[src/rtl/uart_rx_buffer.sv]
// -----------------------------------------------------------------------------
// uart_rx_buffer
//   Serial receive front-end for the CPU's UART load path. The asynchronous RX
//   line is synchronised to clk, 8N1 frames are deserialised by a small FSM,
//   and good bytes are queued in a first-word fall-through FIFO that the UART
//   load logic pops when it reads the RX data address.
//
// Optional feature (compile-time macro UART_RX_PARITY_EN):
//   When defined, a PARITY state follows DATA and even parity is required
//   (8E1 frames). A mismatching frame is discarded at the stop bit and the
//   sticky output parity_err is set. When undefined, frames are 8N1 and the
//   parity_err port does not exist.
//
// Parameters:
//   CLKS_PER_BIT  core-clock cycles per bit period (>= 4)
//   FIFO_DEPTH    receive FIFO entries (power of two, >= 2)
//   CNT_W         width of count, 2**CNT_W > FIFO_DEPTH
//
// Ports:
//   clk         core clock, rising edge
//   reset       asynchronous, active-high reset
//   rx          serial RX line, asynchronous, idle high
//   pop         one-cycle pulse, removes the FIFO head (ignored when empty)
//   clr_err     clears the sticky error flags
//   rd_data     FIFO head byte, 8'h00 when empty
//   rd_valid    FIFO not empty
//   full        FIFO holds FIFO_DEPTH entries
//   count       number of FIFO entries
//   frame_err   sticky: a stop bit was sampled low
//   overrun     sticky: a good frame arrived while the FIFO was full
//   parity_err  sticky: parity mismatch (UART_RX_PARITY_EN only)
// -----------------------------------------------------------------------------
module uart_rx_buffer #(
  parameter int CLKS_PER_BIT = 868,
  parameter int FIFO_DEPTH   = 16,
  parameter int CNT_W        = 5
) (
  input  logic             clk,
  input  logic             reset,
  input  logic             rx,
  input  logic             pop,
  input  logic             clr_err,
  output logic [7:0]       rd_data,
  output logic             rd_valid,
  output logic             full,
  output logic [CNT_W-1:0] count,
  output logic             frame_err,
  output logic             overrun
`ifdef UART_RX_PARITY_EN
  ,
  output logic             parity_err
`endif
);

  localparam int PTR_W  = $clog2(FIFO_DEPTH);
  localparam int BAUD_W = $clog2(CLKS_PER_BIT);

  localparam logic [BAUD_W-1:0] BAUD_LAST = BAUD_W'(CLKS_PER_BIT - 1);
  localparam logic [BAUD_W-1:0] BAUD_HALF = BAUD_W'(CLKS_PER_BIT / 2 - 1);

  typedef enum logic [2:0] {
    S_IDLE,
    S_START,
    S_DATA,
    S_PARITY,
    S_STOP,
    S_WAIT_HIGH
  } state_t;

  // ---------------------------------------------------------------------------
  // Input synchroniser. Resets to the idle (high) level so that leaving reset
  // never looks like a start bit.
  // ---------------------------------------------------------------------------
  logic rx_meta;
  logic rxs;

  // NOTE: clocked state uses non-blocking assignments so every flop samples
  // pre-edge values; a blocking '=' here would collapse the two stages into one.
  always_ff @(posedge clk or posedge reset) begin
    if (reset) begin
      rx_meta <= 1'b1;
      rxs     <= 1'b1;
    end else begin
      rx_meta <= rx;
      rxs     <= rx_meta;
    end
  end

  // ---------------------------------------------------------------------------
  // Receive FSM state
  // ---------------------------------------------------------------------------
  state_t            state;
  logic [BAUD_W-1:0] baud_cnt;
  logic [2:0]        bit_cnt;
  logic [7:0]        shift;
  logic              par_bad;

  logic baud_done;
  assign baud_done = (baud_cnt == BAUD_LAST);

  // Stop-bit sample edge and the decisions taken on it.
  logic stop_sample;
  logic frame_ok;
  logic pop_eff;
  logic push;
  logic ovr_set;
  logic ferr_set;

  assign stop_sample = (state == S_STOP) && baud_done;
  assign frame_ok    = rxs && !par_bad;
  assign pop_eff     = pop && rd_valid;
  // A pop on the same edge frees the slot, so a full FIFO can still accept.
  assign push        = stop_sample && frame_ok && (!full || pop);
  assign ovr_set     = stop_sample && frame_ok && full && !pop;
  assign ferr_set    = stop_sample && !rxs;

  always_ff @(posedge clk or posedge reset) begin
    if (reset) begin
      state    <= S_IDLE;
      baud_cnt <= '0;
      bit_cnt  <= '0;
      shift    <= '0;
`ifdef UART_RX_PARITY_EN
      par_bad  <= 1'b0;
`endif
    end else begin
      case (state)
        S_IDLE: begin
          if (!rxs) begin
            baud_cnt <= '0;
            state    <= S_START;
          end
        end

        // Re-check the start bit at mid-bit; a high level there is a glitch.
        S_START: begin
          if (baud_cnt == BAUD_HALF) begin
            baud_cnt <= '0;
            if (!rxs) begin
              bit_cnt <= '0;
              state   <= S_DATA;
            end else begin
              state   <= S_IDLE;
            end
          end else begin
            baud_cnt <= baud_cnt + BAUD_W'(1);
          end
        end

        // LSB first: each new bit enters at the top and moves down.
        S_DATA: begin
          if (baud_done) begin
            baud_cnt <= '0;
            shift    <= {rxs, shift[7:1]};
            bit_cnt  <= bit_cnt + 3'd1;
            if (bit_cnt == 3'd7) begin
`ifdef UART_RX_PARITY_EN
              state <= S_PARITY;
`else
              state <= S_STOP;
`endif
            end
          end else begin
            baud_cnt <= baud_cnt + BAUD_W'(1);
          end
        end

`ifdef UART_RX_PARITY_EN
        // Even parity: data bits XOR parity bit must be zero.
        S_PARITY: begin
          if (baud_done) begin
            baud_cnt <= '0;
            par_bad  <= ^{shift, rxs};
            state    <= S_STOP;
          end else begin
            baud_cnt <= baud_cnt + BAUD_W'(1);
          end
        end
`endif

        S_STOP: begin
          if (baud_done) begin
            baud_cnt <= '0;
            state    <= rxs ? S_IDLE : S_WAIT_HIGH;
          end else begin
            baud_cnt <= baud_cnt + BAUD_W'(1);
          end
        end

        // Holding here through a break gives exactly one frame_err event.
        S_WAIT_HIGH: begin
          if (rxs) state <= S_IDLE;
        end

        default: state <= S_IDLE;
      endcase
    end
  end

`ifndef UART_RX_PARITY_EN
  assign par_bad = 1'b0;
`endif

  // ---------------------------------------------------------------------------
  // Receive FIFO
  // ---------------------------------------------------------------------------
  logic [7:0]       mem [FIFO_DEPTH];
  logic [PTR_W-1:0] wr_ptr;
  logic [PTR_W-1:0] rd_ptr;

  // NOTE: the storage array has no reset; empty entries are never visible
  // because rd_data is gated by rd_valid, and a reset term would block RAM
  // inference.
  always_ff @(posedge clk) begin
    if (push) mem[wr_ptr] <= shift;
  end

  always_ff @(posedge clk or posedge reset) begin
    if (reset) begin
      wr_ptr <= '0;
      rd_ptr <= '0;
      count  <= '0;
    end else begin
      if (push)    wr_ptr <= wr_ptr + PTR_W'(1);
      if (pop_eff) rd_ptr <= rd_ptr + PTR_W'(1);
      case ({push, pop_eff})
        2'b10:   count <= count + CNT_W'(1);
        2'b01:   count <= count - CNT_W'(1);
        default: count <= count;
      endcase
    end
  end

  assign rd_valid = (count != '0);
  assign full     = (count == CNT_W'(FIFO_DEPTH));
  assign rd_data  = rd_valid ? mem[rd_ptr] : 8'h00;

  // ---------------------------------------------------------------------------
  // Sticky error flags: a set on the same edge as clr_err wins.
  // ---------------------------------------------------------------------------
  always_ff @(posedge clk or posedge reset) begin
    if (reset) begin
      frame_err <= 1'b0;
      overrun   <= 1'b0;
    end else begin
      frame_err <= ferr_set || (frame_err && !clr_err);
      overrun   <= ovr_set  || (overrun   && !clr_err);
    end
  end

`ifdef UART_RX_PARITY_EN
  always_ff @(posedge clk or posedge reset) begin
    if (reset) begin
      parity_err <= 1'b0;
    end else begin
      parity_err <= (stop_sample && par_bad) || (parity_err && !clr_err);
    end
  end
`endif

endmodule

[config.mk]
export PLATFORM = sky130hd
export DESIGN_NAME = uart_rx_buffer
export DESIGN_NICKNAME = d
export VERILOG_FILES = /design/src/rtl/uart_rx_buffer.sv
export SDC_FILE = /design/constraint.sdc
export NUM_CORES = 1
export LEC_CHECK = 0
export ABC_AREA = 1
export ABC_CLOCK_PERIOD_IN_PS = 6600
export CORE_UTILIZATION = 60
export DETAILED_ROUTE_END_ITERATION = 12
export PLACE_DENSITY = 0.79
export SETUP_SLACK_MARGIN = 0.4
export SLEW_MARGIN = 25
export SYNTH_ARGS = -nofsm -noshare
export SYNTH_HDL_FRONTEND = slang
export SYNTH_SLANG_ARGS = --single-unit
export TNS_END_PERCENT = 1
[constraint.sdc]
create_clock -name clk -period 6.6 [get_ports clk]
set_clock_uncertainty 0.1 [all_clocks]
set_input_delay 1.32 -clock clk [delete_from_list [all_inputs] [get_ports clk]]
set_output_delay 1.32 -clock clk [all_outputs]
set_load 0.05 [all_outputs]
### After elaboration in Yosys (flattened, before gate mapping)

Memory sizes are Yosys's and may differ from the RTL's.
Index checks and enable logic that the tools add are counted.

* bits in registers: 41
* memory bits (writable): 128
* input port bits: 5
* word-level logic and storage cells: 82
* memories kept: 1

* add/subtract/negate cells: 6
* equal/unequal tests: 17
* muxes and demuxes: 21
* reductions and logical operators: 26

Memory list
* mem: depth 16, bits a word 8, read ports 1, clocked after memory_dff 0, wr ports 1, RTL line 207 `logic [7:0] mem [FIFO_DEPTH];`

Operators with widths (number)
* 10-bit 2-to-1 mux: 3
* 3-bit 2-to-1 mux: 10
* 10-bit one-hot mux with 3 select lines: 1
* 3-bit one-hot mux with 5 select lines: 1
* 2-bit inequality test (second input constant): 7
* 10-bit by 1-bit adder with 10-bit output (second input constant): 1
* 10-bit equality test (second input constant): 1
* 10-bit by 9-bit equality test with 1-bit output (second input constant): 1
* 5-bit one-hot mux with 2 select lines: 1
* 3-bit equality test (second input constant): 3
* 1-bit logical AND: 9
* 4-bit by 1-bit adder with 4-bit output (second input constant): 2
* 8-bit 2-to-1 mux: 1
* 3-bit one-hot mux with 2 select lines: 1
* 6-bit AND reduction: 1
* 5-bit by 1-bit adder with 5-bit output (second input constant): 1
* 5-bit equality test (second input constant): 1
* 5-bit nonzero test: 1
* 5-bit by 1-bit subtractor with 5-bit output (second input constant): 1
* 1-bit logical NOT: 4
* 2-bit AND reduction: 2
* 4-bit AND reduction: 1
* 2-bit nonzero test: 2
* 3-bit by 1-bit adder with 3-bit output (second input constant): 1
* 10 further kinds: 13

### Logic depth before layout (Yosys ltp)

* word-level depth: 6
* gate-level depth with buffers: 17
* gate-level depth less buffers: 17

### Worst setup path after synthesis

OpenSTA, ideal clock, no wires.

* path kind: register to output
* start point: register rd_ptr[0]
* end point: output rd_data[5]
* arrival: 1.863 ns
* slack: 3.317 ns
* stages on the path, launching flop included: 10
* buffers on the path: 2
* cells stage by stage: dfrtp_1 > inv_1 > buf_2 > buf_2 > nand2_1 > nand3_1 > nand3_1 > nand2_1 > nand2_1 > a21oi_1

* longest elaborated chain between the ends: 2

Ends and longest elaborated chain
* from (decl): RTL line 209 `logic [PTR_W-1:0] rd_ptr;`
* from (signal assigned): RTL line 225 `if (pop_eff) rd_ptr <= rd_ptr + PTR_W'(1);`
* memory 16 x 8 bit
* 8-bit 2-to-1 mux: RTL line 236 `assign rd_data = rd_valid ? mem[rd_ptr] : 8'h00;`
* to (decl): RTL line 43 `output logic [7:0] rd_data,`

Every way passes these cells.

### Worst setup path in the final report

* start point: register rd_ptr[0]
* end point: output rd_data[7]

Same word-level chain as after synthesis.

==> results.ini <==
[final_layout]
areaGrowthSynthToFinish_pct = 12.2
drive_above_1_share_pct = 6.46
fin_cells = 957
diodes = 0
final_nets = 795

[critical_path]
critical_path_arrival_ns = 3.35
r2r_end = count[4]$_DFFE_PP0P_
critPathMaxFanout = 43
crit_cells = 9
rr_startpoint = baud_cnt[1]$_DFFE_PP0P_
critical_path_required_ns = 5.18
critPathLaunchType = flip-flop
worstSetupEndpointType = output port
cp-endpoint = rd_data[7]
ff2ff_path_depth = 16
slowest_stage = clkdlybuf4s50_1
path_class = reg2out
path_buf_inv = 3
regToRegSetupSlack_ns = 3.68
critPathLaunch = rd_ptr[0]$_DFFE_PP0P_
max_stage_delay_ns = 0.82
critical_path.cell_chain = inv_1 > buf_4 > nand2_1 > nand3_1 > nand3_1 > nand2_1 > nand2_1 > a21oi_1 > clkdlybuf4s50_1
path_delay_family = buffers and inverters
cpMostUsedCell = nand2_1

[floorplanning]
initial_core_util_pct = 62.4
rows = 40
die-area_um2 = 13100
die_w_um = 115
io_pins = 22
fp.dieH_um = 115
core_area_um2 = 12200

[detailed_routing]
initialDrtViolationCount = 680
route.detailed.drc = 0
routedWlPerCell_um = 17.6
detail-route-antenna-nets = 0
first_pass_iters = 5
wirelength_um = 16900
detail_route.vias_per_cell = 5.78
num_vias = 5528

[clock_network]
cts_root_buf = clkbuf_16
cts_setup_buffers = 0
cts.path.max_buffers = 2
clk_latency_ns = 0.43
clk_pin_slew_ns = 0.06
cts_hold_buf = 0
cts_buffers = 17
h-tree-depth = 4
tritoncts = built
cts_resized = 0
cts_sinks = 169

[synth]
netlist_area_um2 = 7590
syn_nets = 778
synthMuxAreaShare_pct = 0
synthCells = 760
synth_top_family_by_area = simple AND/OR/NAND/NOR gates
yosys_register_bits = 169
synth_largest_area_cell = edfxtp_1
synth_xor_area_share_pct = 1.27
synthTopCellsByArea = edfxtp_1 51%, dfrtp_1 13%, nand2_1 13%, nand3_1 8.6%, inv_1 2.5%
synth_compound_area_share_pct = 2.22
synth.distinct_cells = 27
synth_common_cells = 257 x nand2_1, 130 x nand3_1, 128 x edfxtp_1
synth_edf_count = 128
yosys_warnings = 0
ys.flop_type = edfxtp_1
yosysMostFrequentCell = nand2_1
syn_avg_cell_area_um2 = 9.99
yosys.area_share.simple_pct = 26.0
synth_fa_ha_area_share_pct = 2.14
ys_seq_area_share_pct = 64.2
synth_top_area_share_pct = 50.6
synth-async-reset-ratio_pct = 24.3

[power_and_ir_drop]
ir_worst_vdd_v = 0.000386
p_per_area_nw_per_um2 = 377
leakagePower_nw = 3.67

[global_routing]
grt_pass1_wl_um = 27600
grt_max_degree = 67
grt_antenna_before_repair = 0
grt-busiest-layer = met2
grt_util_met3_pct = 5.08
grt_pass1_vias = 5385
grt_use_total_pct = 28.6
met2_usage_pct = 47.8
met1_usage_pct = 36.8
grt_overflow_total = 0

[timing]
relSlewSlack_pct = 35.8
tightestPinTransition_ns = 0.960
rsz0062_at_grt = false
slew_viol_final = 0
setup_viol = 0
final.min_clock_period_ns = 4.77
final_hold_viol_count = 0
fin_crit_sh_pct = 72.3
fmax_ghz = 0.209
fin_tns_setup_ns = 0

[outcome]
status = finished clean

[hold_path]
hp-class = reg2reg
hp-start = rx_meta$_DFF_PP1_

[place]
numPortBuffers = 21
dpl.hpwl_um = 10600
place_congestion = 0.894
dp_cells = 926

[flow_run]
cap_violations = 0

[worst reg2reg max path: stages (launching register included)]
cell	delay, ns
dfrtp_1	0.39
ha_1	0.26
inv_1	0.06
nor2_1	0.17
nand4_1	0.25
nor2_4	0.28
inv_1	0.12
ha_1	0.28
xor2_1	0.22
ha_1	0.17
inv_1	0.04
nand2_1	0.10
nand3_1	0.11
nand3_1	0.11
nand2_1	0.07
nand2_1	0.06
nand2_1	0.05
[worst min-delay path by stage]
| stage | endpoint | slack [ns] | depth (start not counted) |
|---|---|---|---|
| 6_report | frame_ok$_DFF_PP1_ | 0.26 | 0 |
| 5_1_grt | frame_ok$_DFF_PP1_ | 0.26 | 0 |
| 4_1_cts | frame_ok$_DFF_PP1_ | 0.26 | 0 |
| 3_5_place_dp | frame_ok$_DFF_PP1_ | 0.25 | 0 |
| 3_3_place_gp | frame_ok$_DFF_PP1_ | 0.25 | 0 |
| 2_1_floorplan | frame_ok$_DFF_PP1_ | 0.25 | 0 |
[layer usage]
| layer | vias to the layer above | routed length, µm | share of wire, % |
|---|---|---|---|
| met3 | 41 | 1190 | 7.0 |
| met5 | - | 0 | 0 |
| met4 | 0 | 419 | 2.5 |
| met1 | 2632 | 6830 | 40 |
| met2 | 256 | 8450 | 50 |
| li1 | 2599 | - | - |
[placed cells by master, fill, tap and decap left out, types with 6 or more instances in the layout]
| master | Yosys | layout |
|---|---|---|
| a21oi_1 | 11 | 11 |
| clkbuf_16 | 0 | 17 |
| clkdlybuf4s50_1 | 0 | 21 |
| dfrtp_1 | 39 | 38 |
| edfxtp_1 | 128 | 128 |
| ha_1 | 13 | 13 |
| inv_1 | 50 | 49 |
| nand2_1 | 257 | 257 |
| nand2_2 | 6 | 6 |
| nand3_1 | 130 | 130 |
| nand4_1 | 13 | 13 |
| nor2_1 | 42 | 42 |
| o21ai_0 | 13 | 13 |
| xor2_1 | 10 | 10 |
[flip-flops by register name, indices dropped and copies added (netlist names)]
| signal | flops |
|---|---|
| baud_cnt | 10 |
| bit_cnt | 3 |
| count | 5 |
| frame_err | 1 |
| frame_ok | 1 |
| mem | 128 |
| overrun | 1 |
| rd_ptr | 4 |
| rx_meta | 1 |
| shift | 8 |
| state | 3 |
| wr_ptr | 4 |
[final cells by class]
type	count	area, µm²
inverter	53	199
timing repair buffer	25	240
fill	872	3640
sequential	169	4870
multi-input combinational	511	2400
clock buffer	22	454
clock inverter	9	148
tap	168	210
[metrics by stage]
step	cell area (µm²)	power [mW]	util [%]	setup WS, ns	hold slack [ns]
floorplan	7590	1.94	-	3.32	0.245
finish	8520	3.22	70.1	1.83	0.257
global placement	7920	2.17	65.1	2.35	0.249
CTS	8520	3.21	70.1	1.82	0.258
detailed placement	7920	2.20	65.1	2.28	0.249
global route	8520	3.35	70.1	1.60	0.256
[where the power goes]
part | total [mW] | internal, mW | switching [mW]
clock | 1.03 | 0.638 | 0.387
combinational | 0.973 | 0.282 | 0.691
sequential | 1.22 | 1.16 | 0.0556
total | 3.22 | 2.08 | 1.13
[cells by family (layout without fill, tap and decap cells)]
kind of cell	after synthesis	after routing
AND/OR/NAND/NOR	456	456
AO/OA/AOI/OAI	31	31
buffers and inverters	80	109
XOR/XNOR	11	11
adder cells (fa/ha/maj)	13	13
flip-flops	169	169
Note: power is estimated with default switching activity, not from simulation.
